===== src/rtl/bcd_sw_pkg.sv =====
// Shared encodings for the BCD stopwatch controller: FSM states and the
// active-low 7-segment patterns {g,f,e,d,c,b,a}.
package bcd_sw_pkg;

    localparam logic [1:0] ST_IDLE  = 2'd0;
    localparam logic [1:0] ST_RUN   = 2'd1;
    localparam logic [1:0] ST_PAUSE = 2'd2;

    typedef enum logic [1:0] {
        IDLE  = ST_IDLE,
        RUN   = ST_RUN,
        PAUSE = ST_PAUSE
    } sw_state_t;

    localparam logic [6:0] SEG_BLANK = 7'b1111111;

    localparam logic [6:0] SEG_LUT [0:9] = '{
        7'b1000000, 7'b1111001, 7'b0100100, 7'b0110000, 7'b0011001,
        7'b0010010, 7'b0000010, 7'b1111000, 7'b0000000, 7'b0010000
    };

    function automatic logic [6:0] seg_decode(input logic [3:0] d);
        if (d > 4'd9)
            return SEG_BLANK;
        return SEG_LUT[d];
    endfunction

endpackage


===== src/rtl/bcd_stopwatch_ctrl_digit.sv =====
// One BCD decade counter; co is combinational so a chain ripples in one cycle.
module bcd_digit (
    input  logic       mclk,
    input  logic       rst,
    input  logic       clr,
    input  logic       en,
    output logic [3:0] q,
    output logic       co
);

    always_ff @(posedge mclk) begin
        if (rst || clr)
            q <= 4'd0;
        else if (en)
            q <= (q == 4'd9) ? 4'd0 : q + 4'd1;
    end

    assign co = en & (q == 4'd9);

endmodule


===== src/rtl/bcd_stopwatch_ctrl.sv =====
// Run/pause/clear stopwatch controller with multiplexed active-low 7-segment output.
// Optional lap display freeze is built when LAP_HOLD_EN is defined.
module bcd_stopwatch_ctrl
    import bcd_sw_pkg::*;
#(
    parameter int TICK_DIV = 100000,
    parameter int SCAN_DIV = 1000,
    parameter int NDIG     = 4
) (
    input  logic              mclk,
    input  logic              rst,
    input  logic              start_stop,
    input  logic              clear,
`ifdef LAP_HOLD_EN
    input  logic              lap,
`endif
    output logic              running,
    output logic [4*NDIG-1:0] cnt,
    output logic              ovf,
    output logic [NDIG-1:0]   an,
    output logic [6:0]        seg
);

    localparam int TW = (TICK_DIV > 2) ? $clog2(TICK_DIV) : 1;
    localparam int SW = (SCAN_DIV > 2) ? $clog2(SCAN_DIV) : 1;
    localparam int IW = $clog2(NDIG);

    sw_state_t       state_q, state_d;
    logic            ss_prev;
    logic            ss_edge;
    logic [TW-1:0]   tick_cnt;
    logic            tick;
    logic [NDIG:0]   en_chain;
    logic [SW-1:0]   scan_cnt;
    logic [IW-1:0]   idx_p0;
    logic [4*NDIG-1:0] disp;
    logic [3:0]      disp_dig [NDIG];

    // Control: edge detect and FSM
    assign ss_edge = start_stop & ~ss_prev;

    always_ff @(posedge mclk) begin
        if (rst) begin
            state_q <= IDLE;
            ss_prev <= 1'b0;
        end else begin
            state_q <= state_d;
            ss_prev <= start_stop;
        end
    end

    always_comb begin
        state_d = state_q;
        running = (state_q == RUN);
        if (clear) begin
            state_d = IDLE;
        end else if (ss_edge) begin
            case (state_q)
                IDLE:    state_d = RUN;
                RUN:     state_d = PAUSE;
                PAUSE:   state_d = RUN;
                default: state_d = IDLE;
            endcase
        end
    end

    // Count tick: phase is held through PAUSE so a resume continues mid-period
    always_ff @(posedge mclk) begin
        if (rst || clear || state_q == IDLE)
            tick_cnt <= '0;
        else if (state_q == RUN)
            tick_cnt <= tick ? '0 : tick_cnt + 1'b1;
    end

    assign tick = (state_q == RUN) && (tick_cnt == TW'(TICK_DIV - 1));

    // Decade chain
    assign en_chain[0] = tick;

    for (genvar gi = 0; gi < NDIG; gi++) begin : g_digit
        bcd_digit u_digit (
            .mclk (mclk),
            .rst  (rst),
            .clr  (clear),
            .en   (en_chain[gi]),
            .q    (cnt[4*gi +: 4]),
            .co   (en_chain[gi+1])
        );
        assign disp_dig[gi] = disp[4*gi +: 4];
    end

    always_ff @(posedge mclk) begin
        if (rst || clear)
            ovf <= 1'b0;
        else if (en_chain[NDIG])
            ovf <= 1'b1;
    end

`ifdef LAP_HOLD_EN
    logic              lap_prev;
    logic              freeze;
    logic              lap_edge;
    logic [4*NDIG-1:0] snap;

    assign lap_edge = lap & ~lap_prev & (state_q != IDLE) & ~clear;

    always_ff @(posedge mclk) begin
        if (rst) begin
            lap_prev <= 1'b0;
            freeze   <= 1'b0;
        end else begin
            lap_prev <= lap;
            if (clear)
                freeze <= 1'b0;
            else if (lap_edge)
                freeze <= ~freeze;
        end
    end

    always_ff @(posedge mclk) begin
        if (lap_edge && !freeze)
            snap <= cnt;
    end

    assign disp = (freeze && state_q != IDLE) ? snap : cnt;
`else
    assign disp = cnt;
`endif

    // Scan stage p0: free-running slot counter and digit index
    always_ff @(posedge mclk) begin
        if (rst) begin
            scan_cnt <= '0;
            idx_p0   <= '0;
        end else if (scan_cnt == SW'(SCAN_DIV - 1)) begin
            scan_cnt <= '0;
            idx_p0   <= (idx_p0 == IW'(NDIG - 1)) ? '0 : idx_p0 + 1'b1;
        end else begin
            scan_cnt <= scan_cnt + 1'b1;
        end
    end

    // Scan stage p1: registered anode select and segment pattern
    always_ff @(posedge mclk) begin
        if (rst) begin
            an  <= ~NDIG'(1);
            seg <= SEG_LUT[0];
        end else begin
            an  <= ~(NDIG'(1) << idx_p0);
            seg <= seg_decode(disp_dig[idx_p0]);
        end
    end

endmodule


===== config.mk =====
export PLATFORM = sky130hd
export DESIGN_NAME = bcd_stopwatch_ctrl
export DESIGN_NICKNAME = d
export VERILOG_FILES = /design/src/rtl/bcd_sw_pkg.sv /design/src/rtl/bcd_stopwatch_ctrl_digit.sv /design/src/rtl/bcd_stopwatch_ctrl.sv
export SDC_FILE = /design/constraint.sdc
export NUM_CORES = 1
export LEC_CHECK = 0
export CAP_MARGIN = 10
export CORE_ASPECT_RATIO = 1.25
export CORE_UTILIZATION = 45
export CTS_BUF_LIST = sky130_fd_sc_hd__clkbuf_4
export DETAILED_ROUTE_END_ITERATION = 7
export DONT_BUFFER_PORTS = 1
export PLACE_DENSITY = 0.71
export SLEW_MARGIN = 20
export SYNTH_ARGS = -nofsm -noshare
export SYNTH_HDL_FRONTEND = slang
export SYNTH_SLANG_ARGS = --single-unit

===== constraint.sdc =====
create_clock -name mclk -period 2.3 [get_ports mclk]
set_input_delay 0.46 -clock mclk [delete_from_list [all_inputs] [get_ports mclk]]
set_output_delay 0.46 -clock mclk [all_outputs]
set_load 0.01 [all_outputs]

==> impl_results.md <==
* Vias in the first global route at between 2,000 and 2,500
* CP arrival at 2.72 ns
* Hold-fix buffers, CTS at 0
* Slew Limit Headroom at 59.9%
* Initial core utilization at 47.6%
* Filler Cell Count at about 540
* Status: complete, but fails checks
* Worst Path Max Fanout at 6
* Share of power burned in registers at 59.3%
* Hold path depth at 1
* Largest net degree at the start of global routing at 20
* Layout net count at about 370
* Setup violation total in the final timing report at 4
* Clock network fraction of total power at 38.7%
* Drt via density at ~5.3
* TritonCTS clock tree: yes
* Setup TNS at -0.238 ns
* Crit Path Class: reg -> reg
* Reg area at 1200 sq um
* Max frequency at around 0.42 GHz
* Final Slew Violations at 0
* Largest vdd supply drop at 299 uV
* Worst setup EP type: flop
* Clock skew at 0.00899 ns
* Hold_sp: rst
* RePlAce Congestion at 0.864
* Worst EP required at approximately 2.6 ns
* EDFF count, synth at 0
* Comb pwr share at under 10%
* Drt drc at 0
* Hold Path Class: in -> reg
* Final Instance Count excl. Fillers at 446
* Synth Area per Inst at 8.85 sq um
* Worst-margin pin slew at 0.599 ns
* R2R Setup Slk at -0.09 ns
* #FFs+latches synth at 60
* Worst-Skew Late Latency at 0.39 ns
* Async S/R FF share, synth at 0%
* Core Region at 5930 sq um
* DIE AREA at between 6000 and 7000 sq um
* Maxcap violations at 0
* CTS Buffer Depth at 2
* Reg2reg end: g_digit[3].u_digit.q[0]$_SDFFE_PP0P_
* First-pass GRT wire length at 10.0 mm
* Post-placement cell area at 3160 sq um
* Multi-input gate area at 1570 sq um
* Min Hold Slack at 0.116 ns
* Period minus WS final at 2.39 ns
* Ratio of final minimum period to clock period at 104%
* Remaining Overflow, GRT at 0
* Chip height at 90.6 um
* Syn Nets at approximately 330
* Sw frac at 22.3%
* Hold violation count in the final report at 0
* Hold path endpoint: an[0]$_SDFF_PP0_
* Port bufs at 0
* Pint at roughly 1.4 mW
* Post-route cell area at 3330 sq um
* CP Launch Type: flop
* Post-Synthesis Cell Area at approximately 2800 sq um
* Primary FF master, synth: dfxtp_1
* Placed insts at 429
* Clock slew at reported path FFs at ~0.1 ns
* # rows at 31
* XOR/XNOR Fraction of Synth Area at 9.00%
* Design Power at approximately 1.8 mW
* Pleak at 1.19 nW
* Cells on worst reg2reg path at 5
* Compound-gate portion of the synthesized area at 7.76%
* # clock sinks at 60
* Iteration-0 DRC Markers at 110
* Mux contribution to synthesized area at 4.26%
* ANT nets after route at 0
* GRT Total Usage at 19.5%
* TritonCTS Buffers at 9
* Violated checks: setup timing
* PwrDens at 532 nW/um^2
* Routed WL at 5.83 mm
* Worst Slack Setup Final at -0.0853 ns
* Diode count at 0
* DP Worst Slack at -0.0419 ns
* Final Core Density at roughly 56%
* 1st-pass router iterations at 6
* Post-synthesis simple-gate area fraction at 28.5%
* Initial antenna violation count at 0
* Post-DP HPWL at 4.40 mm
* Max H-tree Level at 3
* Total I/O pin count at 33
* Vias at 2,342
* RSZ-0062 raised after global routing: yes
* Yosys Warn Count at 0
* Number of distinct library cells after synthesis at 41
* Syn Inst Count at 319
* Area grow syn2layout at 17.9%
* Net switching power at 0.394 mW
* Largest family of logic cells by synthesized area: simple AND/OR/NAND/NOR gates
* Die W at 72.8 um
* WL/cell at about 13 um
* Seq/Total Area, Yosys at 42.6%
* Share of cells above drive strength 1 at about a fifth
* Root buffer cell: clkbuf_4
* Post-Synth Adder-Cell Area at 4.88%
* FF-to-FF Start: tick_cnt[13]$_SDFFE_PP0N_
==> cell families after synthesis <==
kind of cell	after synthesis
adder cells (fa/ha/maj)	11
buffers and inverters	19
multiplexers	7
XOR/XNOR	29
AO/OA/AOI/OAI	37
AND/OR/NAND/NOR	156
flip-flops	60
==> worst max path at each step <==
stage                         startpoint  cells after the start                                   end  slack [ns]
6_report       tick_cnt[13]$_SDFFE_PP0N_                      5  g_digit[3].u_digit.q[0]$_SDFFE_PP0P_       -0.09
5_1_grt        tick_cnt[13]$_SDFFE_PP0N_                      6  g_digit[3].u_digit.q[2]$_SDFFE_PP0P_       -0.11
4_1_cts        tick_cnt[13]$_SDFFE_PP0N_                      5  g_digit[3].u_digit.q[0]$_SDFFE_PP0P_       -0.07
3_5_place_dp   tick_cnt[13]$_SDFFE_PP0N_                      5  g_digit[3].u_digit.q[0]$_SDFFE_PP0P_       -0.04
3_3_place_gp   tick_cnt[13]$_SDFFE_PP0N_                      5  g_digit[3].u_digit.q[0]$_SDFFE_PP0P_       -0.03
2_1_floorplan  tick_cnt[13]$_SDFFE_PP0N_                      5  g_digit[3].u_digit.q[0]$_SDFFE_PP0P_       -0.01
==> flip-flops by register name, summed over array words and instances (netlist names) <==
signal	cells
scan_cnt	10
state_q	2
ss_prev	1
g_digit.u_digit.q	16
tick_cnt	17
an	4
ovf	1
idx_p0	2
seg	7
==> power by group through the flow <==
stage | clock [mW] | sequential, mW | combinational [mW]
4_1_cts | 0.712 | 1.05 | 0.0349
5_1_grt | 0.749 | 1.05 | 0.0397
3_5_place_dp | 0 | 1.07 | 0.0346
6_report | 0.685 | 1.05 | 0.0348
2_1_floorplan | 0 | 1.07 | 0.0334
3_3_place_gp | 0 | 1.07 | 0.0339
==> repair_timing <==
action	4_1_cts	5_1_grt
buffers inserted	0	1
cloned	0	0
endpoints found under the setup margin	3	5
gates resized for setup	0	5
==> area by class of cell <==
cell class,instances,area share [%]
multi-input combinational,240,47.2
inverter,10,1.13
tap,82,3.08
clock buffer,9,2.03
timing repair buffer,38,8.69
sequential,60,36.2
clock inverter,7,1.73
==> synth_stat cells (7+ instances only) <==
| cell | n | area share, % |
|---|---|---|
| a21oi_1 | 15 | 2.7 |
| inv_1 | 10 | 1.3 |
| xnor2_1 | 15 | 4.7 |
| xor2_1 | 14 | 4.3 |
| nor2b_1 | 11 | 2.4 |
| nor2_1 | 54 | 7.2 |
| nand2_1 | 26 | 3.5 |
| clkbuf_1 | 7 | 0.93 |
| ha_1 | 11 | 4.9 |
| nand2b_1 | 9 | 2.0 |
| o21ai_0 | 10 | 1.8 |
| dfxtp_1 | 60 | 43 |
| nand4_1 | 13 | 2.9 |
==> per-layer routing <==
metal	GRT usage [%]	vias to the layer above	wire, um
li1	-	1184	-
met1	19.9	1102	2440
met2	35.0	37	2990
met3	4.24	19	201
met4	12.4	0	208
met5	0	-	0
==> placed cells by master, fill, tap and decap left out, drive strengths merged, types with 9 or more instances in the layout <==
master / instances
o21ai: 10
nor2b: 11
clkbuf: 9
dfxtp: 60
nor2: 54
nand2b: 9
inv: 10
xor2: 14
nand2: 26
xnor2: 15
buf: 38
nand4: 13
a21oi: 15
ha: 11
==> worst max-delay path: stages, from the launching register on <==
cell,delay [ns]
dfxtp_2,0.33
or4_4,0.53
or4_4,0.50
or4_4,0.48
or3_4,0.39
a21oi_2,0.11
(Power assumes the default switching activity.)
